$ cat src/rtl/dl_rom_writer.sv
// Download-side ROM writer: decodes the byte-wide download stream into four
// parameterised ROM regions and reports load completion/validity for CPU hold.
//
// state   | meaning
// --------+-----------------------------------------------------------
// S_IDLE  | no download seen since reset
// S_LOAD  | download for IDX active, bytes accepted and counted
// S_CHECK | download ended, compare byte count and unmapped flag
// S_DONE  | result latched in ROM_OK/ROM_ERR until next matching download
module dl_rom_writer #(
    parameter logic [7:0]  IDX     = 8'd0,
    parameter logic [24:0] R0_BASE = 25'h0000000,
    parameter logic [24:0] R1_BASE = 25'h0004000,
    parameter logic [24:0] R2_BASE = 25'h0008000,
    parameter logic [24:0] R3_BASE = 25'h000C000,
    parameter int unsigned R0_AW   = 14,
    parameter int unsigned R1_AW   = 14,
    parameter int unsigned R2_AW   = 14,
    parameter int unsigned R3_AW   = 14,
    parameter logic [24:0] TOTAL   = 25'h0010000
) (
    input  logic        CLK,
    input  logic        RESET,
    input  logic        DL_EN,
    input  logic [7:0]  DL_IDX,
    input  logic        DL_WR,
    input  logic [24:0] DL_ADDR,
    input  logic [7:0]  DL_DATA,
    output logic [15:0] ROM_AD,
    output logic [7:0]  ROM_DI,
    output logic [3:0]  ROM_WE,
    output logic        LOADING,
    output logic        ROM_OK,
    output logic        ROM_ERR,
    output logic        HOLD
);

    typedef enum logic [1:0] {
        S_IDLE  = 2'd0,
        S_LOAD  = 2'd1,
        S_CHECK = 2'd2,
        S_DONE  = 2'd3
    } state_t;

    state_t      state_q, state_d;
    logic [24:0] cnt_q, cnt_d, cnt_base;
    logic        unmapped_q, unmapped_d;
    logic        armed_q, armed_d;
    logic [15:0] rom_ad_q, rom_ad_d;
    logic [7:0]  rom_di_q, rom_di_d;
    logic [3:0]  rom_we_q, rom_we_d;
    logic        loading_q, loading_d;
    logic        ok_q, ok_d;
    logic        err_q, err_d;
    logic        hold_q, hold_d;

    logic [3:0]  in_rgn;
    logic [3:0]  rgn_sel;
    logic [15:0] rgn_ad;
    logic        dl_mine;
    logic        start;
    logic        accept;
    logic        clean;

    // Limit computed one bit wider so a region ending at the top of the
    // 25-bit space does not wrap to zero.
    function automatic logic in_region(input logic [24:0] addr,
                                       input logic [24:0] base,
                                       input int unsigned aw);
        logic [25:0] limit;
        limit = {1'b0, base} + (26'd1 << aw);
        return (addr >= base) && ({1'b0, addr} < limit);
    endfunction

    function automatic logic [15:0] rel_addr(input logic [24:0] addr,
                                             input logic [24:0] base,
                                             input int unsigned aw);
        logic [24:0] diff;
        logic [24:0] mask;
        diff = addr - base;
        mask = (25'd1 << aw) - 25'd1;
        return 16'(diff & mask);
    endfunction

    assign in_rgn[0] = in_region(DL_ADDR, R0_BASE, R0_AW);
    assign in_rgn[1] = in_region(DL_ADDR, R1_BASE, R1_AW);
    assign in_rgn[2] = in_region(DL_ADDR, R2_BASE, R2_AW);
    assign in_rgn[3] = in_region(DL_ADDR, R3_BASE, R3_AW);

    // Lowest-numbered region wins on overlap, keeping ROM_WE one-hot.
    always_comb begin
        rgn_sel = 4'b0000;
        rgn_ad  = 16'h0000;
        if (in_rgn[0]) begin
            rgn_sel = 4'b0001;
            rgn_ad  = rel_addr(DL_ADDR, R0_BASE, R0_AW);
        end else if (in_rgn[1]) begin
            rgn_sel = 4'b0010;
            rgn_ad  = rel_addr(DL_ADDR, R1_BASE, R1_AW);
        end else if (in_rgn[2]) begin
            rgn_sel = 4'b0100;
            rgn_ad  = rel_addr(DL_ADDR, R2_BASE, R2_AW);
        end else if (in_rgn[3]) begin
            rgn_sel = 4'b1000;
            rgn_ad  = rel_addr(DL_ADDR, R3_BASE, R3_AW);
        end
    end

    assign dl_mine = DL_EN && (DL_IDX == IDX);
    assign start   = ((state_q == S_IDLE) || (state_q == S_DONE)) && dl_mine && armed_q;
    assign accept  = DL_WR && dl_mine && (start || (state_q == S_LOAD));
    assign clean   = (cnt_q == TOTAL) && !unmapped_q;

    always_comb begin
        state_d    = state_q;
        cnt_d      = cnt_q;
        unmapped_d = unmapped_q;
        rom_ad_d   = rom_ad_q;
        rom_di_d   = rom_di_q;
        rom_we_d   = 4'b0000;
        loading_d  = loading_q;
        ok_d       = ok_q;
        err_d      = err_q;
        armed_d    = armed_q | ~DL_EN;
        cnt_base   = start ? 25'd0 : cnt_q;

        case (state_q)
            S_IDLE, S_DONE: begin
                if (start) begin
                    state_d    = S_LOAD;
                    cnt_d      = 25'd0;
                    unmapped_d = 1'b0;
                    ok_d       = 1'b0;
                    err_d      = 1'b0;
                    loading_d  = 1'b1;
                end
            end
            S_LOAD: begin
                if (!DL_EN) begin
                    state_d = S_CHECK;
                end
            end
            S_CHECK: begin
                state_d   = S_DONE;
                ok_d      = clean;
                err_d     = !clean;
                loading_d = 1'b0;
            end
            default: begin
                state_d = S_IDLE;
            end
        endcase

        if (accept) begin
            cnt_d = (&cnt_base) ? cnt_base : cnt_base + 25'd1;
            if (|rgn_sel) begin
                rom_we_d = rgn_sel;
                rom_ad_d = rgn_ad;
                rom_di_d = DL_DATA;
            end else begin
                unmapped_d = 1'b1;
            end
        end

        hold_d = loading_d | ~ok_d;
    end

    // A download already running when reset lifts must drop DL_EN before it
    // is recognised again, hence armed is loaded from ~DL_EN during reset.
    always_ff @(posedge CLK) begin
        if (RESET) begin
            state_q    <= S_IDLE;
            cnt_q      <= 25'd0;
            unmapped_q <= 1'b0;
            armed_q    <= ~DL_EN;
            rom_ad_q   <= 16'h0000;
            rom_di_q   <= 8'h00;
            rom_we_q   <= 4'b0000;
            loading_q  <= 1'b0;
            ok_q       <= 1'b0;
            err_q      <= 1'b0;
            hold_q     <= 1'b1;
        end else begin
            state_q    <= state_d;
            cnt_q      <= cnt_d;
            unmapped_q <= unmapped_d;
            armed_q    <= armed_d;
            rom_ad_q   <= rom_ad_d;
            rom_di_q   <= rom_di_d;
            rom_we_q   <= rom_we_d;
            loading_q  <= loading_d;
            ok_q       <= ok_d;
            err_q      <= err_d;
            hold_q     <= hold_d;
        end
    end

    assign ROM_AD  = rom_ad_q;
    assign ROM_DI  = rom_di_q;
    assign ROM_WE  = rom_we_q;
    assign LOADING = loading_q;
    assign ROM_OK  = ok_q;
    assign ROM_ERR = err_q;
    assign HOLD    = hold_q;

endmodule

$ cat config.mk
export PLATFORM = sky130hd
export DESIGN_NAME = dl_rom_writer
export DESIGN_NICKNAME = d
export VERILOG_FILES = /design/src/rtl/dl_rom_writer.sv
export SDC_FILE = /design/constraint.sdc
export NUM_CORES = 1
export LEC_CHECK = 0
export CORE_AREA = 4 4 78 80
export CTS_BUF_LIST = sky130_fd_sc_hd__clkbuf_16
export CTS_CLUSTER_DIAMETER = 40
export DETAILED_ROUTE_END_ITERATION = 8
export DIE_AREA = 0 0 82 84
export PLACE_DENSITY_LB_ADDON = 0.2
export SYNTH_ARGS = -nofsm -noshare
export SYNTH_HDL_FRONTEND = slang
export SYNTH_SLANG_ARGS = --single-unit
export TNS_END_PERCENT = 20
$ cat constraint.sdc
create_clock -name CLK -period 4.26 [get_ports CLK]
set_clock_uncertainty 0.15 [all_clocks]
set_input_delay 0.852 -clock CLK [delete_from_list [all_inputs] [get_ports CLK]]
set_output_delay 0.852 -clock CLK [all_outputs]
set_load 0.005 [all_outputs]
# Word level (Yosys, flattened, before mapping)
# Cells that the tools add are included.
dict set report word_totals {
  register_bits 61
  wordCells 86
}
dict set report classes {
  n_addsub 4
  order_cmp 8
  n_eq_ne 6
  n_mux 26
  bitwise 6
  n_reduce_logical 25
}
# op n
set ops {}
lappend ops {{two-way mux 25 bit} 4}
lappend ops {{two-way mux 14 bit} 4}
lappend ops {{>= comparator 25 x 16 -> 1 bit, second input constant} 2}
lappend ops {{< comparator 25 x 16 -> 1 bit, second input constant} 2}
lappend ops {{subtractor 14 x 1 -> 14 bit, second input constant} 3}
lappend ops {{adder 25 x 1 -> 25 bit, second input constant} 1}
lappend ops {{equality test 25 x 17 -> 1 bit, second input constant} 1}
lappend ops {{>= comparator 25 x 1 -> 1 bit, second input constant} 1}
lappend ops {{>= comparator 25 x 15 -> 1 bit, second input constant} 1}
lappend ops {{< comparator 25 x 15 -> 1 bit, second input constant} 1}
lappend ops {{< comparator 25 x 17 -> 1 bit, second input constant} 1}
lappend ops {{AND reduction 25 bit} 1}
lappend ops {{two-way mux 4 bit} 4}
lappend ops {{logical AND 1 bit} 10}
lappend ops {{logical NOT 8 bit} 1}
lappend ops {{two-way mux 1 bit} 8}
lappend ops {{case mux 1 bit (2 select lines)} 3}
lappend ops {{case mux 2 bit (3 select lines)} 1}
lappend ops {{AND reduction 2 bit} 3}
lappend ops {{equality test 2 bit, second input constant} 2}
lappend ops {{two-way mux 2 bit} 2}
lappend ops {{inequality test 2 bit, second input constant} 2}
lappend ops {{inverter 1 bit} 4}
lappend ops {{nonzero test 2 bit} 2}
lappend ops {{other kinds (8)} 11}

# Longest topological paths before layout
dict set report logic_depth {
  ltp_word 9
  ltp_mapped 9
}

# Worst setup path before layout
# No wires, ideal clock.
dict set report synth_path {
  path_type {input to register}
  start {in DL_IDX[0]}
  end {reg cnt_q[17]}
  t_arrival_ns 2.775
  required_time_ns 4.038
  setup_slack_ns 1.264
  path_stages 6
  path_buffers 1
  path_cell_list {or4_1 buf_2 or4_4 or3_1 nor3_1 mux2i_1}
}
dict set report synth_between {
  elab_chain_cells 8
}
# item line_no
set synth_lines {}
lappend synth_lines {{from (decl)} 25} ;# input logic [7:0] DL_IDX,
lappend synth_lines {{logical NOT 8 bit *} 109} ;# assign dl_mine = DL_EN && (DL_IDX == IDX);
lappend synth_lines {{logical AND 1 bit *} 109}
lappend synth_lines {{logical AND 1 bit (2 in a row)} 110} ;# assign start = ((state_q == S_IDLE) || (state_q == S_DONE)) && dl_mine && armed_q;
lappend synth_lines {{two-way mux 25 bit} --}
lappend synth_lines {{adder 25 x 1 -> 25 bit / AND reduction 25 bit (equally long branches)} 155} ;# cnt_d = (&cnt_base) ? cnt_base : cnt_base + 25'd1;
lappend synth_lines {{two-way mux 25 bit} 155}
lappend synth_lines {{two-way mux 25 bit} 154} ;# if (accept) begin
lappend synth_lines {{to (signal assigned)} 185} ;# cnt_q <= cnt_d;
lappend synth_lines {{to (decl)} 46} ;# logic [24:0] cnt_q, cnt_d, cnt_base;
# Every way passes the cells marked *; elsewhere a longest branch is shown, timed or not. The select of a mux whose other input is x is not followed.
# A chain may end at the register's enable or synchronous reset.

# Worst setup path in the final report
dict set report layout_path {
  start {in DL_IDX[0]}
  end {reg cnt_q[11]}
}
# Same word-level chain as after synthesis.

==> flow_summary.toml <==
[cts]
cts_tree = "built"
clock_sinks = 59
post_cts_buffers = 0
numCtsBuffers = 9
clock-root-buffer = "clkbuf_16"
clk_pin_slew_ns = 0.05
holdBufCountCts = 0
cts_buffer_depth = 2
clock_latency_ns = 0.32
cts-resized-gates = 0
htreeDepth = 3

[worst_setup_path]
worst_ep_arrival_time_ns = 3.35
critPathCaptureType = "flip-flop"
setup.worst_path.start = "DL_IDX[0]"
r2r_slack_ns = 1.65
path_max_fanout = 21
crit_type = "in -> reg"
r2r-start = "state_q[0]$_SDFFE_PP0P_"
worstPathRequired_ns = 4.36
start_kind = "input port"

[place]
io_buffer_count = 74
place.detailed.hpwl_microns = 4949
pre_cts_ws_ns = 0.6820
place_inst = 442
gp_congestion = 0.8702

[outcome]
run_status = "finished clean"

[sta]
relSlewSlack = 0.4357
period_minus_slack_ns = 3.242
rsz0062_at_grt = "false"
max_freq_mhz = 308.4
tns_ns = 0
hold_viol = 0
tightest_slew_ns = 0.8456
fin_ws_ns = 1.018
finalSetupViolations = 0
drv_slew = 0
finalCritPeriodShare = 0.7611

[routing]
drc = 0
num_vias = 2573
routed_wl_microns = 6941
dr.pass1.iters = 4
post_drt_wl_per_cell_microns = 15.22
viasPerCell = 5.643
detail_route.iter0.violations = 102
ant_nets = 0

[die]
core_area_sq_um = 5405
num_rows = 27
initial_core_util = 0.5000
dieHeight_microns = 84
die-area_sq_um = 6888
dieWidth_microns = 82
ios = 77

[finish]
fillers = 440
synthToLayoutAreaGrowth_pct = 39.17
diodes = 0
layout_common_cells = "74 x clkdlybuf4s50_1, 59 x dfxtp_1, 36 x nor2_1"
final_common_cell = "clkdlybuf4s50_1"
layout.cells.non_filler = 456
final_layout_size_suffix_gt1_frac = 0.05729
nets = 429

[synth]
ys.warnings.count = 0
ys_types = 45
synthCells = 307
yosys_most_used_dff = "dfxtp_1"
avgSynthCellArea_sq_um = 8.803
netlist_area_sq_um = 2703
seq_area_frac_synth = 0.4370
ys_async_sr_fraction = 0
synth_edf_count = 0
ys_ff_latch = 59

[grt]
antenna_found_initial = 0
grt_max_degree = 39
grt_pass1_wl_microns = 11970
first_global_vias = 2588
grt-ovfl-total = 0
grt.total_usage = 0.2222

[pwr]
peakVddDrop_uv = 239.8
p_leak_uw = 0.001266
power_uw = 1411
power-per-cell-area_nw_per_um2 = 375.2

[job]
maxCapViolations = 0

[min_path]
min-delay-start = "cnt_q[24]$_SDFFE_PP0P_"
min_path_type = "reg -> reg"
==> worst paths after layout <==
| path | endpoint | cells after the start |
|---|---|---|
| worst max register to register | cnt_q[19]$_SDFFE_PP0P_ | 7 |
| worst min register to register | cnt_q[24]$_SDFFE_PP0P_ | 2 |
| worst min-delay path | cnt_q[24]$_SDFFE_PP0P_ | 2 |
| worst max-delay path | cnt_q[11]$_SDFFE_PP0P_ | 6 |
==> where the power goes <==
part           total, uW  internal, uW  switching [uW]
clock network        667           437             230
logic                171          80.8            90.1
registers            573           565            8.77
total               1410          1080             329
==> cell usage after synthesis (4+ instances only) <==
library cell | count | area, sq um
nor4_1 | 8 | 50.05
and4_1 | 8 | 70.07
nand4_1 | 7 | 43.79
nand2_1 | 20 | 75.07
buf_4 | 4 | 30.03
nor3_1 | 4 | 20.02
or3_1 | 14 | 87.58
inv_1 | 8 | 30.03
nand3_1 | 12 | 60.06
o211ai_1 | 5 | 37.54
and3_1 | 4 | 25.02
dfxtp_1 | 59 | 1181
a21oi_1 | 21 | 105.1
o21ai_0 | 16 | 80.08
mux2i_1 | 23 | 230.2
o21a_1 | 4 | 30.03
clkbuf_1 | 10 | 37.54
nand2b_1 | 4 | 25.02
nor2_1 | 36 | 135.1
==> logic make-up (layout without fill, tap and decap cells) <==
logic type / after synthesis / after routing / share of synthesized area
AND/OR/NAND/NOR: 134 / 134 / 0.2745
AO/OA/AOI/OAI: 63 / 63 / 0.1458
flip-flops: 59 / 59 / 0.4370
buffers and inverters: 24 / 100 / 0.04213
multiplexers: 23 / 23 / 0.08518
adder cells (fa/ha/maj): 3 / 3 / 0.01389
other: 1 / 2 / 0.001388
==> metal layers <==
| metal | track usage | share of wire | up-vias | wire length, microns |
|---|---|---|---|---|
| li1 | - | - | 1277 | - |
| met1 | 0.2642 | 0.42 | 1199 | 2923 |
| met2 | 0.3373 | 0.47 | 84 | 3282 |
| met3 | 0.09719 | 0.087 | 13 | 605 |
| met4 | 0.1057 | 0.019 | 0 | 129 |
| met5 | 0 | 0 | - | 0 |
==> state kept, by name (all words and copies together) (netlist names) <==
| name | count |
|---|---|
| cnt_q | 25 |
| unmapped_q | 1 |
| LOADING | 1 |
| ROM_OK | 1 |
| ROM_WE | 4 |
| armed_q | 1 |
| ROM_ERR | 1 |
| ROM_AD | 14 |
| ROM_DI | 8 |
| HOLD | 1 |
| state_q | 2 |
==> cell type report <==
cell class / count / area [sq um] / area share
clock buffers: 9 / 225.2 / 0.05988
clock inverters: 5 / 46.29 / 0.01231
inverters: 8 / 30.03 / 0.007984
multi-input cells: 225 / 1418 / 0.3769
flip-flops and latches: 59 / 1181 / 0.3140
well taps: 72 / 90.09 / 0.02395
repair buffers: 78 / 770.7 / 0.2049
==> worst max-delay path: stages <==
cell and delay [ns]:
clkdlybuf4s50_1 0.39, or4_1 0.64, or4_4 0.70, and4_1 0.26, or3_1 0.36, a21oi_1 0.14
==> per-stage QoR <==
stage	util	area, sq um	hold WS [ns]
floorplan	-	2706	0.2903
CTS	0.6958	3761	0.3293
global placement	0.6456	3490	0.3134
detailed placement	0.6456	3490	0.3206
global route	0.6958	3761	0.3683
finish	0.6958	3761	0.3313
(Power assumes the default switching activity.)
